===== config.mk =====
export PLATFORM = sky130hd
export DESIGN_NAME = uart_tx
export DESIGN_NICKNAME = d
export VERILOG_FILES = /design/src/rtl/uart_pkg.sv /design/src/rtl/uart_baud_gen.sv /design/src/rtl/uart_tx.sv
export SDC_FILE = /design/constraint.sdc
export NUM_CORES = 1
export LEC_CHECK = 0
export BUFFER_PORTS_ARGS = -buffer_cell sky130_fd_sc_hd__buf_2
export CAP_MARGIN = 20
export CORE_AREA = 2 2 63 65
export CTS_BUF_LIST = sky130_fd_sc_hd__clkbuf_8
export DETAILED_ROUTE_END_ITERATION = 10
export DIE_AREA = 0 0 65 67
export PLACE_DENSITY = 0.83
export SLEW_MARGIN = 20
export SYNTH_ARGS = -nofsm -noshare
export SYNTH_HDL_FRONTEND = slang
export SYNTH_SLANG_ARGS = --single-unit

===== constraint.sdc =====
create_clock -name clk -period 2.2 [get_ports clk]
set_clock_uncertainty 0.2 [all_clocks]
set_input_delay 0.11 -clock clk [delete_from_list [all_inputs] [get_ports clk]]
set_output_delay 0.11 -clock clk [all_outputs]
set_load 0.02 [all_outputs]

===== src/rtl/uart_pkg.sv =====
`default_nettype none
// +----------------------------------------------------------------------+
// | uart_pkg : shared UART types and constants (transmitter + receiver)  |
// | Revision : 1.0                                                       |
// +----------------------------------------------------------------------+
package uart_pkg;

   localparam int UART_DATA_BITS  = 8;
   localparam int UART_FRAME_BITS = 10;
   localparam int UART_BAUD_TICKS = 28781;
   localparam int UART_BIT_IDX_W  = $clog2(UART_DATA_BITS);

   typedef enum logic [1:0] {
      IDLE  = 2'd0,
      START = 2'd1,
      DATA  = 2'd2,
      STOP  = 2'd3
   } uart_tx_state_t;

endpackage
`default_nettype wire


===== src/rtl/uart_baud_gen.sv =====
`default_nettype none
// +----------------------------------------------------------------------+
// | uart_baud_gen : bit-period counter, one-cycle tick on terminal count |
// | Revision : 1.0                                                       |
// +----------------------------------------------------------------------+
module uart_baud_gen
   import uart_pkg::*;
#(
   parameter int TICKS = UART_BAUD_TICKS
) (
   input  logic clk,
   input  logic reset,
   input  logic clear,
   input  logic enable,
   output logic tick
);

   localparam int            CW   = (TICKS > 1) ? $clog2(TICKS) : 1;
   localparam logic [CW-1:0] LAST = CW'(TICKS - 1);

   logic [CW-1:0] cnt_q;
   logic [CW-1:0] cnt_d;

   always_comb begin
      cnt_d = cnt_q;
      if (clear) begin
         cnt_d = '0;
      end else if (enable) begin
         cnt_d = (cnt_q == LAST) ? '0 : cnt_q + CW'(1);
      end
   end

   always_ff @(posedge clk) begin
      if (reset) begin
         cnt_q <= '0;
      end else begin
         cnt_q <= cnt_d;
      end
   end

   assign tick = enable && (cnt_q == LAST);

endmodule
`default_nettype wire


===== src/rtl/uart_tx.sv =====
`default_nettype none
// +----------------------------------------------------------------------+
// | uart_tx : 8N1 transmitter with one-byte holding register             |
// | Revision : 1.0                                                       |
// +----------------------------------------------------------------------+
module uart_tx
   import uart_pkg::*;
#(
   parameter int BAUD_TICKS = UART_BAUD_TICKS
) (
   input  logic                      clk,
   input  logic                      reset,
   input  logic [UART_DATA_BITS-1:0] data,
   input  logic                      valid,
   output logic                      ready,
   output logic                      tx,
   output logic                      busy
);

   localparam logic [UART_BIT_IDX_W-1:0] LAST_BIT = UART_BIT_IDX_W'(UART_DATA_BITS - 1);

   uart_tx_state_t              state_q, state_d;
   logic [UART_DATA_BITS-1:0]   shift_q, shift_d;
   logic [UART_BIT_IDX_W-1:0]   bit_idx_q, bit_idx_d;
   logic [UART_DATA_BITS-1:0]   hold_q, hold_d;
   logic                        hold_full_q, hold_full_d;
   logic                        tx_q, tx_d;

   logic tick;
   logic accept;
   logic shifter_free;

   uart_baud_gen #(
      .TICKS (BAUD_TICKS)
   ) u_baud (
      .clk    (clk),
      .reset  (reset),
      .clear  (state_q == IDLE),
      .enable (state_q != IDLE),
      .tick   (tick)
   );

   assign ready        = !hold_full_q;
   assign accept       = valid && ready;
   assign shifter_free = (state_q == IDLE) || ((state_q == STOP) && tick);

   always_comb begin
      state_d     = state_q;
      shift_d     = shift_q;
      bit_idx_d   = bit_idx_q;
      hold_d      = hold_q;
      hold_full_d = hold_full_q;
      tx_d        = 1'b1;

      case (state_q)
         IDLE: begin
            if (accept) begin
               shift_d = data;
               state_d = START;
            end
         end
         START: begin
            if (tick) begin
               bit_idx_d = '0;
               state_d   = DATA;
            end
         end
         DATA: begin
            if (tick) begin
               shift_d = shift_q >> 1;
               if (bit_idx_q == LAST_BIT) begin
                  state_d = STOP;
               end else begin
                  bit_idx_d = bit_idx_q + UART_BIT_IDX_W'(1);
               end
            end
         end
         STOP: begin
            // A held byte has priority; ready is low then, so no acceptance can collide.
            if (tick) begin
               if (hold_full_q) begin
                  shift_d     = hold_q;
                  hold_full_d = 1'b0;
                  state_d     = START;
               end else if (accept) begin
                  shift_d = data;
                  state_d = START;
               end else begin
                  state_d = IDLE;
               end
            end
         end
         default: begin
            state_d = IDLE;
         end
      endcase

      if (accept && !shifter_free) begin
         hold_d      = data;
         hold_full_d = 1'b1;
      end

      // The line is registered from the next state so each level lines up with its slot.
      case (state_d)
         START:   tx_d = 1'b0;
         DATA:    tx_d = shift_d[0];
         default: tx_d = 1'b1;
      endcase
   end

   always_ff @(posedge clk) begin
      if (reset) begin
         state_q     <= IDLE;
         shift_q     <= '0;
         bit_idx_q   <= '0;
         hold_q      <= '0;
         hold_full_q <= 1'b0;
         tx_q        <= 1'b1;
      end else begin
         state_q     <= state_d;
         shift_q     <= shift_d;
         bit_idx_q   <= bit_idx_d;
         hold_q      <= hold_d;
         hold_full_q <= hold_full_d;
         tx_q        <= tx_d;
      end
   end

   assign tx   = tx_q;
   assign busy = (state_q != IDLE) || hold_full_q;

endmodule
`default_nettype wire


==> impl_metrics.csv <==
group,metric,value,unit
critical_path,crit_path_start_kind,"register",
sta,max_freq,445,MHz
sta,setup_viol,7,
floorplanning,core_area,3610,um2
yosys,synth_top_area_cell,"dfxtp_1",
yosys,yosysTopAreaCellShare,0.386,
sta,drv_slew,0,
job,maxCapViolCount,0,
global_route,overflow,0,
yosys,synthCells,233,
drt,drt_first_pass_iters,4,
sta,tightest_slew,0.443,ns
drt,ant_nets,0,
floorplanning,io_pins,14,
placed_design,port-buffer-count,13,
drt,drc,0,
clocking,cts.htree.levels,2,
finish,final_util,0.705,
placed_design,gp_congestion,0.864,
clocking,root_buffer,"clkbuf_8",
outcome,violations,"negative setup slack",
yosys,yosysMostFrequentCell,"nor2_1",
placed_design,dp_cells,303,
clocking,path_clk_slew,0.08,ns
floorplanning,dieArea,4360,um2
yosys,synth-async-reset-ratio,0,
power,leakage,0.993,nW
min_path,hold_depth,2,
placed_design,hpwl,3150,um
sta,fin_crit_sh,1.02,
sta,finalHoldViolCount,0,
critical_path,worstPathRequired,2.22,ns
finish,antenna_cells,0,
sta,worst_slew_margin_rel,0.704,
power,vdd_ir_drop_max,0.522,mV
yosys,synth_area_leaders,"dfxtp_1 (39%), nor2_1 (8.6%), mux2i_1 (4.1%), mux2_2 (4.0%), a21oi_1 (3.3%)",
drt,routed_wl,4920,um
global_route,track_usage,0.254,
clocking,cts_tree,"done",
clocking,clock-sinks,38,
finish,stdcell_count,324,
finish,layout-drive-gt1-share,0.290,
outcome,status,"complete, but fails checks",
global_route,antenna_found_initial,0,
drt,num_vias,1815,
finish,layout.nets,290,
critical_path,reg2reg_depth,5,
yosys,ys_ff_latch,38,
yosys,yosysSeqAreaShare,0.386,
critical_path,endpoint_kind,"register",
yosys,synthesis.area,1970,um2
critical_path,cp_max_fo,6,
global_route,grt_max_degree,23,
finish,finalInstanceArea,2540,um2
min_path,min_path_type,"in -> reg",
sta,rsz0062_at_grt,"true",
yosys,synthTopCellsByCount,"nor2_1 (45), dfxtp_1 (38), nand2_1 (16)",
yosys,ys.flop_type,"dfxtp_1",
drt,routedWlPerCell,15.2,um
drt,avgViaCountPerCell,5.60,
finish,area_delta_synth_final,29.1,%
floorplanning,start_util,0.546,
yosys,yosysWarnings,0,
placed_design,dpl_cell_area,2200,um2
sta,fin_ws,-0.0492,ns
yosys,avgSynthCellArea,8.45,um2
clocking,clk_latency,0.30,ns
floorplanning,chipWidth,65,um
global_route,grt_pass1_vias,1846,
clocking,clockBufferDepth,2,
sta,period_minus_slack,2.25,ns
critical_path,cp_data_arrival_time,2.27,ns
yosys,synth_edf_count,0,
drt,drtIter0Drc,254,
placed_design,dp_slack,-0.0807,ns
floorplanning,die_y,67,um
floorplanning,row_count,22,
clocking,cts_buffers,5,
yosys,ys_types,50,
yosys,synth_nets,248,
critical_path,critPathKind,"reg -> reg",
power,power.density,663,nW/um2
global_route,grt_pass1_wl,8450,um
==> what timing repair did <==
action	4_1_cts	5_1_grt
endpoints found under the setup margin	18	22
cloned	0	1
gates resized for setup	13	7
pin swaps	14	11
buffers inserted	2	1
hold buffers	9	0
endpoints found under the hold margin	10	0
==> routing by layer <==
metal	global-route usage	vias to the layer above	part of all wire	routed length (um)
li1	-	896	-	-
met1	0.284	854	0.42	2090
met2	0.434	50	0.49	2420
met3	0.0709	15	0.049	240
met4	0.144	0	0.034	168
met5	0	-	0	0
==> flip-flops by register name, summed over array words and instances, names as in the netlist <==
| signal | cells |
|---|---|
| state_q | 2 |
| u_baud.cnt_q | 15 |
| shift_q | 8 |
| hold_q | 8 |
| bit_idx_q | 3 |
| hold_full_q | 1 |
| tx | 1 |
==> layout by cell type, fill, tap and decap left out, types with 2 or more instances in the layout <==
master and n:
nand2_1 15, bufinv_16 2, nor2_1 45, a22oi_1 3
xnor2_1 7, inv_1 7, o21ai_1 2, mux2i_1 8
clkbuf_8 6, nor4_4 2, nor2b_1 2, ha_1 4
nor3_1 8, a22oi_2 3, dlygate4sd3_1 9, dfxtp_2 5
buf_4 23, mux2_2 7, a21oi_1 13, nand4_1 2
xor2_1 6, buf_6 2, o21ai_0 9, a22o_1 2
a211oi_1 2, and4_2 2, nand3_1 6, buf_2 14
dfxtp_1 33
==> critical path, cell delays in order, from the launching register on <==
cell,delay (ns)
dfxtp_2,0.33
or4bb_4,0.57
or4_4,0.57
o21ai_4,0.26
a22oi_1,0.10
nor3_1,0.15
==> stage by stage <==
step | total power, mW | hold WS, ns | TNS, ns
detailed placement | 0.933 | 0.168 | -0.390
global placement | 0.929 | 0.155 | -0.0717
finish | 1.69 | 0.00428 | -0.194
floorplan | 0.877 | 0.0569 | 0
global route | 1.75 | 0.0329 | -1.21
CTS | 1.69 | 0.00716 | -0.106
==> power by group <==
group / total, mW / switching [mW] / internal, mW
clock: 0.738 / 0.254 / 0.484
combinational: 0.213 / 0.116 / 0.0963
sequential: 0.735 / 0.0205 / 0.715
==> final cells by class <==
cell class	instances	area, um2
Multi-Input combinational cell	175	1190
Fill cell	261	1060
Sequential cell	38	767
Timing Repair Buffer	48	355
Clock buffer	6	82.6
Clock inverter	2	60.1
Tap cell	48	60.1
Inverter	7	26.3
==> cells by family (layout without fill, tap and decap cells) <==
logic type | after synthesis | in the layout | synth area share
and+or+nand+nor | 97 | 97 | 0.245
AOI/OAI and AO/OA | 46 | 46 | 0.161
DFF | 38 | 38 | 0.386
buffers and inverters | 20 | 63 | 0.0445
muxes | 15 | 15 | 0.0807
xor gates and xnor gates | 13 | 13 | 0.0578
adders and majority gates | 4 | 4 | 0.0254
==> path summary, 6_finish.rpt <==
check / slack [ns] / from / endpoint
hold / removal: 0.004 / reset / hold_q[0]$_SDFFE_PP0P_
setup / recovery: -0.05 / u_baud.cnt_q[10]$_SDFFE_PP0N_ / shift_q[4]$_SDFFE_PP0P_
hold reg to reg: 0.30 / bit_idx_q[1]$_SDFFE_PP0P_ / bit_idx_q[1]$_SDFFE_PP0P_
setup reg to reg: -0.05 / u_baud.cnt_q[10]$_SDFFE_PP0N_ / shift_q[4]$_SDFFE_PP0P_
(Power assumes the default switching activity.)
